--- src/rtl/inst_fetch.sv ---
// Instruction fetch stage: one outstanding imem read at a time, a single-entry
// hold register toward the decoder, and PC redirect with drain of abandoned reads.
module inst_fetch #(
  parameter logic [31:0] RESET_PC = 32'h0000_0000
) (
  input  logic        clk,
  input  logic        rst,
  output logic        imem_req,
  output logic [31:0] imem_addr,
  input  logic        imem_ack,
  input  logic [31:0] imem_rdata,
  output logic [31:0] inst,
  output logic        inst_valid,
  input  logic        inst_ready,
  output logic [31:0] pc_out,
  input  logic        redirect,
  input  logic [31:0] redirect_pc,
  output logic [31:0] fetch_count
);

  typedef enum logic [1:0] {BOOT, FETCH, HOLD, DRAIN} state_t;

  state_t      state, state_next;
  logic [31:0] pc, pc_next;
  logic [31:0] addr_q;
  logic [31:0] target;
  logic        capture;
  logic        retire;

  assign target = {redirect_pc[31:2], 2'b00};

  // The request address freezes while draining so the memory sees a stable read
  // even though pc has already moved to the redirect target.
  always_ff @(posedge clk or posedge rst) begin
    if (rst) begin
      state  <= BOOT;
      pc     <= RESET_PC;
      addr_q <= RESET_PC;
    end else begin
      state <= state_next;
      pc    <= pc_next;
      if (state_next != DRAIN)
        addr_q <= pc_next;
    end
  end

  always_ff @(posedge clk or posedge rst) begin
    if (rst) begin
      inst        <= 32'h0000_0000;
      pc_out      <= 32'h0000_0000;
      fetch_count <= 32'h0000_0000;
    end else begin
      if (capture) begin
        inst   <= imem_rdata;
        pc_out <= pc;
      end
      if (retire)
        fetch_count <= fetch_count + 32'd1;
    end
  end

  // Redirect wins over ack and ready in every state.
  always_comb begin
    state_next = state;
    pc_next    = pc;
    capture    = 1'b0;
    retire     = 1'b0;
    case (state)
      BOOT: begin
        state_next = FETCH;
        if (redirect)
          pc_next = target;
      end
      FETCH: begin
        if (redirect) begin
          pc_next    = target;
          state_next = imem_ack ? FETCH : DRAIN;
        end else if (imem_ack) begin
          capture    = 1'b1;
          state_next = HOLD;
        end
      end
      HOLD: begin
        if (redirect) begin
          pc_next    = target;
          state_next = FETCH;
        end else if (inst_ready) begin
          pc_next    = pc + 32'd4;
          retire     = 1'b1;
          state_next = FETCH;
        end
      end
      DRAIN: begin
        if (redirect)
          pc_next = target;
        if (imem_ack)
          state_next = FETCH;
      end
      default: state_next = BOOT;
    endcase
  end

  assign imem_req   = (state == FETCH) || (state == DRAIN);
  assign inst_valid = (state == HOLD);
  assign imem_addr  = addr_q;

endmodule

--- config.mk ---
export PLATFORM = sky130hd
export DESIGN_NAME = inst_fetch
export DESIGN_NICKNAME = d
export VERILOG_FILES = /design/src/rtl/inst_fetch.sv
export SDC_FILE = /design/constraint.sdc
export NUM_CORES = 1
export LEC_CHECK = 0
export ABC_CLOCK_PERIOD_IN_PS = 7800
export CORE_MARGIN = 3
export CORE_UTILIZATION = 48
export CTS_CLUSTER_SIZE = 24
export DETAILED_ROUTE_END_ITERATION = 8
export GPL_TIMING_DRIVEN = 0
export PLACE_DENSITY = 0.87
export REMOVE_ABC_BUFFERS = 1
export SLEW_MARGIN = 25
export SYNTH_ARGS = -nofsm -noshare
export SYNTH_HDL_FRONTEND = slang
export SYNTH_SLANG_ARGS = --single-unit
--- constraint.sdc ---
create_clock -name clk -period 7.8 [get_ports clk]
set_input_delay 2.34 -clock clk [delete_from_list [all_inputs] [get_ports clk]]
set_output_delay 2.34 -clock clk [all_outputs]
set_load 0.005 [all_outputs]
==> results of run 1 <==
[cell usage in the layout, fill, tap and decap left out, types with 2 or more instances in the layout]
cell type	synthesis	final
and4_1	5	5
dfrtp_1	162	162
nand2_1	51	51
clkdlybuf4s50_1	0	195
nand4_4	2	2
and3_1	17	16
clkbuf_1	7	2
a221o_1	4	4
o31ai_1	2	2
bufinv_16	0	4
ha_1	2	2
nand4_1	20	20
clkbuf_8	0	3
and2_1	2	2
buf_16	0	3
inv_1	7	6
nor2b_1	3	3
xor2_1	12	12
nor2_1	21	20
a31oi_1	3	3
nand3_1	24	24
clkbuf_16	0	17
mux2_2	88	88
o21ai_0	9	9
clkinvlp_4	0	2
nor3_1	8	8
nand2b_1	3	3
xnor2_1	32	32
clkinv_2	0	4
mux2i_1	29	29
a21oi_1	9	9
nor4_4	3	3
[worst max-delay path, cell delays in order]
cell and delay (ns):
buf_2 0.29, buf_16 0.26, nand4bb_1 0.47, nor3_1 0.54, nand3_1 0.17, mux2i_1 0.16, mux2_2 0.28
[area by class of cell]
type,count,area share
flip-flops and latches,162,0.413
inverters,7,0.00344
multi-input cells,362,0.290
clock buffers,22,0.0483
repair buffers,199,0.208
clock inverters,10,0.0158
well taps,180,0.0229
[final timing paths]
path	start	end	slack, ns	depth (start not counted)
setup / recovery	redirect	imem_addr[12]	3.56	7
hold / removal	fetch_count[31]	fetch_count[31]	0.47	1
setup reg to reg	state[0]	imem_addr[12]	5.58	5
hold reg to reg	fetch_count[31]	fetch_count[31]	0.47	1
max in group asynchronous	rst	pc_out[30]	4.57	3
min in group asynchronous	rst	inst[23]	2.44	2
[report_power, final]
group          internal, W  switching [W]
clock             0.000560       0.000319
combinational     0.000420       0.000205
sequential         0.00101       0.000114
total              0.00199       0.000638
[state kept, by name, summed over array words and instances (netlist names)]
signal,count
state,2
pc,32
pc_out,32
fetch_count,32
inst,32
imem_addr,32
[per-stage QoR]
stage	util	setup TNS [ns]
5_1_grt	0.697	0
2_1_floorplan	-	0
6_report	0.697	0
3_3_place_gp	0.646	-125.20
3_5_place_dp	0.652	0
4_1_cts	0.697	0
[logic make-up after synthesis]
logic type                 count (synthesis)
buffers and inverters                     29
adders and majority gates                  2
muxes                                    117
xor gates and xnor gates                  44
DFF                                      162
and+or+nand+nor                          168
AOI/OAI and AO/OA                         31
[layer usage]
metal  vias up  GRT usage  part of all wire
li1       2350          -                 -
met1      2586      0.276              0.41
met2       146      0.373              0.52
met3        14     0.0531             0.061
met4         0     0.0700             0.012
met5         -          0                 0
==> results.toml, run 1 <==
[logic_synthesis]
ys_seq_elements = 162
ys_seq_area_frac = 0.577
synth_mux_area_frac = 0.182
yosys-top-cells-area = "dfrtp_1, mux2_2, mux2i_1"
mappedNetlistArea_um2 = 7030
yosysTopAreaCellShare = 0.577
synth_edf_count = 0
synth_ff_type = "dfrtp_1"
synth_commonest_cells = "dfrtp_1, mux2_2, nand2_1"
async_flop_share = 1.00
yosysMostFrequentCell = "dfrtp_1"
synth_top_family_by_area = "multiplexers"
synth_compound_area_frac = 0.0281
synthAdderAreaFrac = 0.00356
syn_inst = 553
syn_avg_cell_area_um2 = 12.7
synth_top_cell_by_area = "dfrtp_1"
yosysWarnings = 0
synth_xor_area_frac = 0.0548
yosys.area_share.simple = 0.135
synth.distinct_cells = 40

[power]
p_leak_nw = 4.22
powerDensity_nw_per_um2 = 267
p_total_w = 0.00262
ir_worst_vdd_mv = 0.166

[floorplanning]
initial_core_util = 0.499
fp.dieH_um = 127
fp-row-count = 43
dieWidth_um = 127
dieArea_um2 = 16100
io_pins = 199
core_um2 = 14100

[cts]
clk_latency_ns = 0.41
clk_pin_slew_ns = 0.06
cts_made_buffers = 17
cts_setup_buffers = 0
holdBufCountCts = 0
post_cts_resized = 0
htree_levels = 4
cts_root_buffer = "clkbuf_16"
clock_path_buffers = 2
tritoncts = "yes"
cts.sinks = 162

[worst_setup_path]
crit_required_ns = 8.09
cp_max_fo = 28
worstSetupEndpointType = "flop"
cp-start-kind = "input port"
crit_arrival_ns = 4.53
criticalPathCategory = "input port to flop"

[sta]
rsz0062_at_grt = "false"
min_period_ns = 4.24
finalSetupViolations = 0
fin_ws_ns = 3.56
post-route-period-util = 0.543
slew_violations = 0
finClkSkew_ns = 0.00879
worst_slew_pin_slew_ns = 0.690
slew_headroom = 0.540
fmax_ghz = 0.236
final_hold_viol_count = 0
whs_ns = 0.475

[final_layout]
syn_to_final_growth_pct = 39.8
diodes = 0
post-route-cell-area_um2 = 9830
layout-drive-gt1-share = 0.178
fin_cells = 942
nets = 820
n_fill_cell = 999
multi_input_area_um2 = 2850
regArea_um2 = 4050

[routing]
wl_per_cell_um = 18.0
drtIter0Drc = 188
drt_pass1_iterations = 5
drt_drc_violations_left = 0
via_count = 5096
ant_nets = 0
viasPerCell = 5.41
wl_mm = 16.9

[global_routing]
grt-ovfl-total = 0
antenna_found_initial = 0
track_usage = 0.219
grt_pass1_vias = 5482
grt_max_degree = 89
grt_pass1_wl_mm = 28.4

[hold_path]
min_path_type = "flop to flop"

[placement]
place_ws_ns = 2.94
gp_congestion = 0.824
dpl.hpwl_mm = 12.4
placed_area_um2 = 9200
placed_cells = 910
portBuffers = 196

[run]
max_cap_violations = 0

[status]
status = "finished, final reports clean"
(Power assumes the default switching activity.)
==> run 2: changes to the inputs <==
ABC_CLOCK_PERIOD_IN_PS = 4280   (was 7800)
clock period = 4.28 ns   (was 7.8 ns; I/O delays follow)
==> results of run 2 <==
The final DEF is identical to that of run 1. Status: finished, final reports clean.
Main changes from that run: setup slack after placement 2.94 ns -> 0.477 ns; setup slack after layout 3.56 ns -> 1.10 ns; register-to-register setup slack 5.58 ns -> 2.06 ns; total power 0.00262 W -> 0.00478 W; worst IR drop on VDD 0.166 mV -> 0.302 mV
==> run 3: changes to the inputs <==
ABC_CLOCK_PERIOD_IN_PS = 3160   (was 4280)
clock period = 3.16 ns   (was 4.28 ns; I/O delays follow)
==> results of run 3 <==
The final DEF is identical to that of run 1. Status: finished, final reports clean.
Main changes from that run: setup slack after placement 2.94 ns -> -0.307 ns; setup slack after layout 3.56 ns -> 0.314 ns; register-to-register setup slack 5.58 ns -> 0.94 ns; total power 0.00262 W -> 0.00648 W; worst IR drop on VDD 0.166 mV -> 0.410 mV
